`src/rtl/dcache_direct_mapped.sv`:
```
// Direct-mapped, write-back, write-allocate L1 data cache with a 128-bit block memory port.
// Hits complete combinationally; misses stall through optional writeback then refill.
module dcache_direct_mapped #(
    parameter int unsigned NUM_SETS = 8,
    parameter int unsigned WORDS    = 4
) (
    input  logic         i_clk,
    input  logic         i_proc_reset,
    input  logic         i_proc_read,
    input  logic         i_proc_write,
    input  logic [29:0]  i_proc_addr,
    input  logic [31:0]  i_proc_wdata,
    output logic [31:0]  o_proc_rdata,
    output logic         o_proc_stall,
    output logic         o_mem_read,
    output logic         o_mem_write,
    output logic [27:0]  o_mem_addr,
    output logic [127:0] o_mem_wdata,
    input  logic [127:0] i_mem_rdata,
    input  logic         i_mem_ready
);

    localparam int unsigned IDX_W  = $clog2(NUM_SETS);
    localparam int unsigned TAG_W  = 28 - IDX_W;
    localparam int unsigned LINE_W = WORDS * 32;

    localparam logic [1:0] StIdle      = 2'd0;
    localparam logic [1:0] StWriteback = 2'd1;
    localparam logic [1:0] StAllocate  = 2'd2;

    logic [1:0]          r_state;
    logic [NUM_SETS-1:0] r_valid;
    logic [NUM_SETS-1:0] r_dirty;
    logic [TAG_W-1:0]    r_tag  [NUM_SETS];
    logic [LINE_W-1:0]   r_data [NUM_SETS];
    logic [IDX_W-1:0]    r_miss_idx;
    logic [TAG_W-1:0]    r_miss_tag;
    logic                r_mem_read;
    logic                r_mem_write;
    logic [27:0]         r_mem_addr;
    logic [LINE_W-1:0]   r_mem_wdata;

    logic [1:0]        w_off;
    logic [IDX_W-1:0]  w_idx;
    logic [TAG_W-1:0]  w_tag;
    logic              w_req;
    logic              w_hit;
    logic              w_wr_hit;
    logic [LINE_W-1:0] w_line;
    logic [LINE_W-1:0] w_merged;

    assign w_off    = i_proc_addr[1:0];
    assign w_idx    = i_proc_addr[IDX_W+1:2];
    assign w_tag    = i_proc_addr[29:IDX_W+2];
    assign w_req    = i_proc_read | i_proc_write;
    assign w_hit    = r_valid[w_idx] && (r_tag[w_idx] == w_tag);
    assign w_line   = r_data[w_idx];
    assign w_wr_hit = !i_proc_reset && (r_state == StIdle) && i_proc_write && w_hit;

    always_comb begin
        w_merged = w_line;
        w_merged[{w_off, 5'd0} +: 32] = i_proc_wdata;
    end

    // A simultaneous read+write is a write, so rdata stays at zero for it.
    always_comb begin
        o_proc_stall = 1'b0;
        o_proc_rdata = 32'd0;
        if (!i_proc_reset) begin
            if (r_state != StIdle) begin
                o_proc_stall = 1'b1;
            end else if (w_req) begin
                if (!w_hit) begin
                    o_proc_stall = 1'b1;
                end else if (!i_proc_write) begin
                    o_proc_rdata = w_line[{w_off, 5'd0} +: 32];
                end
            end
        end
    end

    assign o_mem_read  = r_mem_read;
    assign o_mem_write = r_mem_write;
    assign o_mem_addr  = r_mem_addr;
    assign o_mem_wdata = r_mem_wdata;

    // Memory-side outputs are registered on each transition so they never follow proc inputs.
    always_ff @(posedge i_clk or posedge i_proc_reset) begin
        if (i_proc_reset) begin
            r_state     <= StIdle;
            r_valid     <= '0;
            r_dirty     <= '0;
            r_miss_idx  <= '0;
            r_miss_tag  <= '0;
            r_mem_read  <= 1'b0;
            r_mem_write <= 1'b0;
            r_mem_addr  <= '0;
            r_mem_wdata <= '0;
        end else begin
            case (r_state)
                StIdle: begin
                    if (w_req) begin
                        if (w_hit) begin
                            if (i_proc_write) begin
                                r_dirty[w_idx] <= 1'b1;
                            end
                        end else begin
                            r_miss_idx <= w_idx;
                            r_miss_tag <= w_tag;
                            if (r_valid[w_idx] && r_dirty[w_idx]) begin
                                r_state     <= StWriteback;
                                r_mem_write <= 1'b1;
                                r_mem_addr  <= {r_tag[w_idx], w_idx};
                                r_mem_wdata <= w_line;
                            end else begin
                                r_state    <= StAllocate;
                                r_mem_read <= 1'b1;
                                r_mem_addr <= {w_tag, w_idx};
                            end
                        end
                    end
                end
                StWriteback: begin
                    if (i_mem_ready) begin
                        r_state             <= StAllocate;
                        r_dirty[r_miss_idx] <= 1'b0;
                        r_mem_write         <= 1'b0;
                        r_mem_wdata         <= '0;
                        r_mem_read          <= 1'b1;
                        r_mem_addr          <= {r_miss_tag, r_miss_idx};
                    end
                end
                StAllocate: begin
                    if (i_mem_ready) begin
                        r_state             <= StIdle;
                        r_valid[r_miss_idx] <= 1'b1;
                        r_dirty[r_miss_idx] <= 1'b0;
                        r_mem_read          <= 1'b0;
                        r_mem_addr          <= '0;
                    end
                end
                default: r_state <= StIdle;
            endcase
        end
    end

    // Tag and data arrays need no reset; valid bits gate every use.
    always_ff @(posedge i_clk) begin
        if (w_wr_hit) begin
            r_data[w_idx] <= w_merged;
        end else if (!i_proc_reset && (r_state == StAllocate) && i_mem_ready) begin
            r_data[r_miss_idx] <= i_mem_rdata;
            r_tag[r_miss_idx]  <= r_miss_tag;
        end
    end

endmodule

```
`config.mk`:
```
export PLATFORM = sky130hd
export DESIGN_NAME = dcache_direct_mapped
export DESIGN_NICKNAME = d
export VERILOG_FILES = /design/src/rtl/dcache_direct_mapped.sv
export SDC_FILE = /design/constraint.sdc
export NUM_CORES = 2
export LEC_CHECK = 0
export CAP_MARGIN = 5
export CORE_AREA = 5 5 376 526
export CTS_BUF_LIST = sky130_fd_sc_hd__clkbuf_4
export DETAILED_ROUTE_END_ITERATION = 8
export DIE_AREA = 0 0 381 531
export PLACE_DENSITY = 0.48
export SLEW_MARGIN = 20
export SYNTH_ARGS = -nofsm -noshare
export SYNTH_HDL_FRONTEND = slang
export SYNTH_SLANG_ARGS = --single-unit
```
`constraint.sdc`:
```
create_clock -name i_clk -period 16 [get_ports i_clk]
set_clock_uncertainty 0.05 [all_clocks]
set_input_delay 3.2 -clock i_clk [delete_from_list [all_inputs] [get_ports i_clk]]
set_output_delay 3.2 -clock i_clk [all_outputs]
set_load 0.02 [all_outputs]
```
==> metrics <==
WL per Instance=29.80 um; largest net degree at the start of global routing=130; clock sinks=1428; crit-path cells=buf_4 -> buf_4 -> inv_2 -> buf_4 -> nor2_1 -> a221oi_1 -> xor2_1 -> or4_1 -> nor4_4 -> nand4_1 -> buf_4 -> nor2_1 -> clkdlybuf4s50_1; Peak supply drop=0.00005763 V; count of unique library cells instantiated by Yosys=71; Post-synth EDFFs=1224; H-tree depth=5; Comb pwr share=13.4%; sequential area share after synthesis=72.94%; RSZ-0062 raised after global routing=no; Max-cap violations=0; die width=381 um; Rows=191; Initial Utilization=29.80%; Synth warnings=0; Most used DFF post-synth=edfxtp_1; Final WS setup=4.641 ns; Post-CTS Setup Bufs=0; vias in the first global route=38340; drt total wl=209700 um; HP Class=register to register; Die ar.=202300 um^2; CTS clock-pin slew for the worst setup and hold paths=0.06 ns; Syn-to-layout area delta=20.18%; CP startpoint kind=primary input; GPL Wtd Cong=0.7964; Finished Core Util=35.81%; count of final setup violators=0; most common cell after layout, fill and taps aside=edfxtp_1; Design Power=8965 uW; first-pass GRT wire length=295000 um; DRC Markers=0; Async SR Flop Fraction=14.29%; crit path DAT=8.11 ns; Post-DP HPWL=124100 um; Syn Std Cell Area=57390 um^2; Place WS=4.654 ns; Die Span Y=531 um; P_int=6471 uW; clk buf depth=4; io pins=386; register bit total from synthesis=1428; GRT Resource Usage Total=20.06%; vias=37660; Vias per Instance=5.353; commonest cells after routing, fill and taps aside=1224 x edfxtp_1, 513 x clkbuf_4, 380 x clkdlybuf4s50_1; placed insts=6364; CTS resizes=0; fillcell total=18620; # hold bufs at CTS=0; Synth Instances=3621; Max stage delay on crit path=0.65 ns; clock share of power=34.6%; top-area cell type share of the netlist area=64.04%; NetSw=2494 uW; Core Region=192600 um^2; global route overflow=0; Skew-Pair Late Insertion Delay=1.17 ns; Port Buffers=385; final net count=4418; Max stage delay cell, worst path=clkdlybuf4s50_1; antenna violations before repair=31; Worst-Margin Slew=1.145 ns; status=finished clean; clock root cell=clkbuf_4; Max Clk Rate=88.04 MHz; share of cells above drive strength 1=20.75%; Syn Area/Cell=15.85 um^2; Slew Viols, Final=0; DRT iter0 DRCs=3490; sw frac=27.81%; CP max FO=42; fin cells=7036; CTS tree=done; synth top area cells=edfxtp_1 64%, dfrtp_1 8.9%, a22oi_1 3.3%; Flop pwr share=52.0%; critical path's most frequent cell=buf_4; P_leak=0.02319 uW; headroom to the max-slew limit=23.69%; syn nets=3825; Final Hold Fails=0; CP Capture Type=output pin; required time worst endpoint=12.75 ns; min cycle time layout=11.36 ns; DR pass1 iterations=8; Synth area leader=edfxtp_1; Detail Route Antenna Nets=0; power per cell area=130.0 nW/um^2; Final period util=70.99%; total CTS buffers=357; critical path class=primary input to output pin
-- through the flow --
stage / hold slack (ns) / cell area (um^2) / setup TNS [ns]
after floorplan: 0.3724 / 57390 / -1246.39
after global placement: 0.3959 / 64340 / 0
after detailed placement: 0.3957 / 64340 / 0
after CTS: 0.4101 / 68900 / 0
after global routing: 0.4262 / 68940 / 0
final: 0.4098 / 68970 / 0
-- metal layers --
layer  vias to the layer above  global-route usage, %  part of all wire [%]
met5                         -                      0                  0.10
met4                        28                  5.856                   2.5
met3                       332                  6.031                   9.3
met2                      1818                  31.66                    46
met1                     19560                  26.88                    42
li1                      15920                      -                     -
-- registers in the layout, summed over array words and instances, names as in the netlist --
signal       cells
r_dirty          8
o_mem_read       1
o_mem_write      1
o_mem_wdata    128
r_miss_idx       3
r_state          2
r_miss_tag      25
r_tag          200
r_valid          8
r_data        1024
o_mem_addr      28
-- worst max-delay path: cells and delay by family --
family	cells	cell delay, ns
AO/OA/AOI/OAI	1	0.38
XOR/XNOR	1	0.25
buffers and inverters	6	2.39
AND/OR/NAND/NOR	5	1.66
-- Yosys cell counts, drive strengths merged (39+ instances only) --
master  instances
a21oi          83
a221oi         98
a22oi         256
and3           39
and4           44
buf            99
clkbuf        147
dfrtp         204
edfxtp       1224
mux2          273
mux2i          81
mux4           60
nand2         321
nor2          118
o21ai         172
o22ai         161
-- final timing paths --
kind,cells past startpoint,from,end,slack (ns)
worst min register to register,1,r_valid[0],r_valid[0],0.41
max in group asynchronous,4,i_proc_reset,o_mem_wdata[54],10.98
worst max register to register,10,r_tag[7][21],r_data[0][82],10.60
min in group asynchronous,2,i_proc_reset,o_mem_addr[16],2.77
worst max-delay path,13,i_proc_addr[3],o_proc_rdata[20],4.64
worst min-delay path,1,r_valid[0],r_valid[0],0.41
-- power by group through the flow --
stage	registers (uW)	logic [uW]	clock network, uW
after detailed placement	4740	1210	0
after global routing	4690	1270	3400
after CTS	4660	1210	3190
after floorplan	4770	614	0
final	4660	1200	3100
after global placement	4730	1200	0
-- area by class of cell --
class / instances / area, um^2 / share of cell area, %
inverter: 29 / 116.4 / 0.1687
multi-input combinational: 1918 / 14570 / 21.12
clock inverter: 129 / 703.2 / 1.020
antenna: 30 / 75.07 / 0.1088
clock buffer: 513 / 3851 / 5.584
tap: 2509 / 3139 / 4.552
timing repair buffer: 480 / 4659 / 6.756
sequential: 1428 / 41860 / 60.69
-- logic make-up (layout without fill, tap and decap cells) --
| group | after synthesis | in the layout | share of synthesized area, % |
|---|---|---|---|
| xor gates and xnor gates | 9 | 9 | 0.1374 |
| buffers and inverters | 275 | 1151 | 2.165 |
| AOI/OAI and AO/OA | 870 | 870 | 10.35 |
| and+or+nand+nor | 616 | 616 | 5.086 |
| adders and majority gates | 9 | 9 | 0.1962 |
| other | 0 | 30 | 0 |
| DFF | 1428 | 1428 | 72.94 |
| muxes | 414 | 414 | 9.124 |
Note: power is estimated with default switching activity, not from simulation.
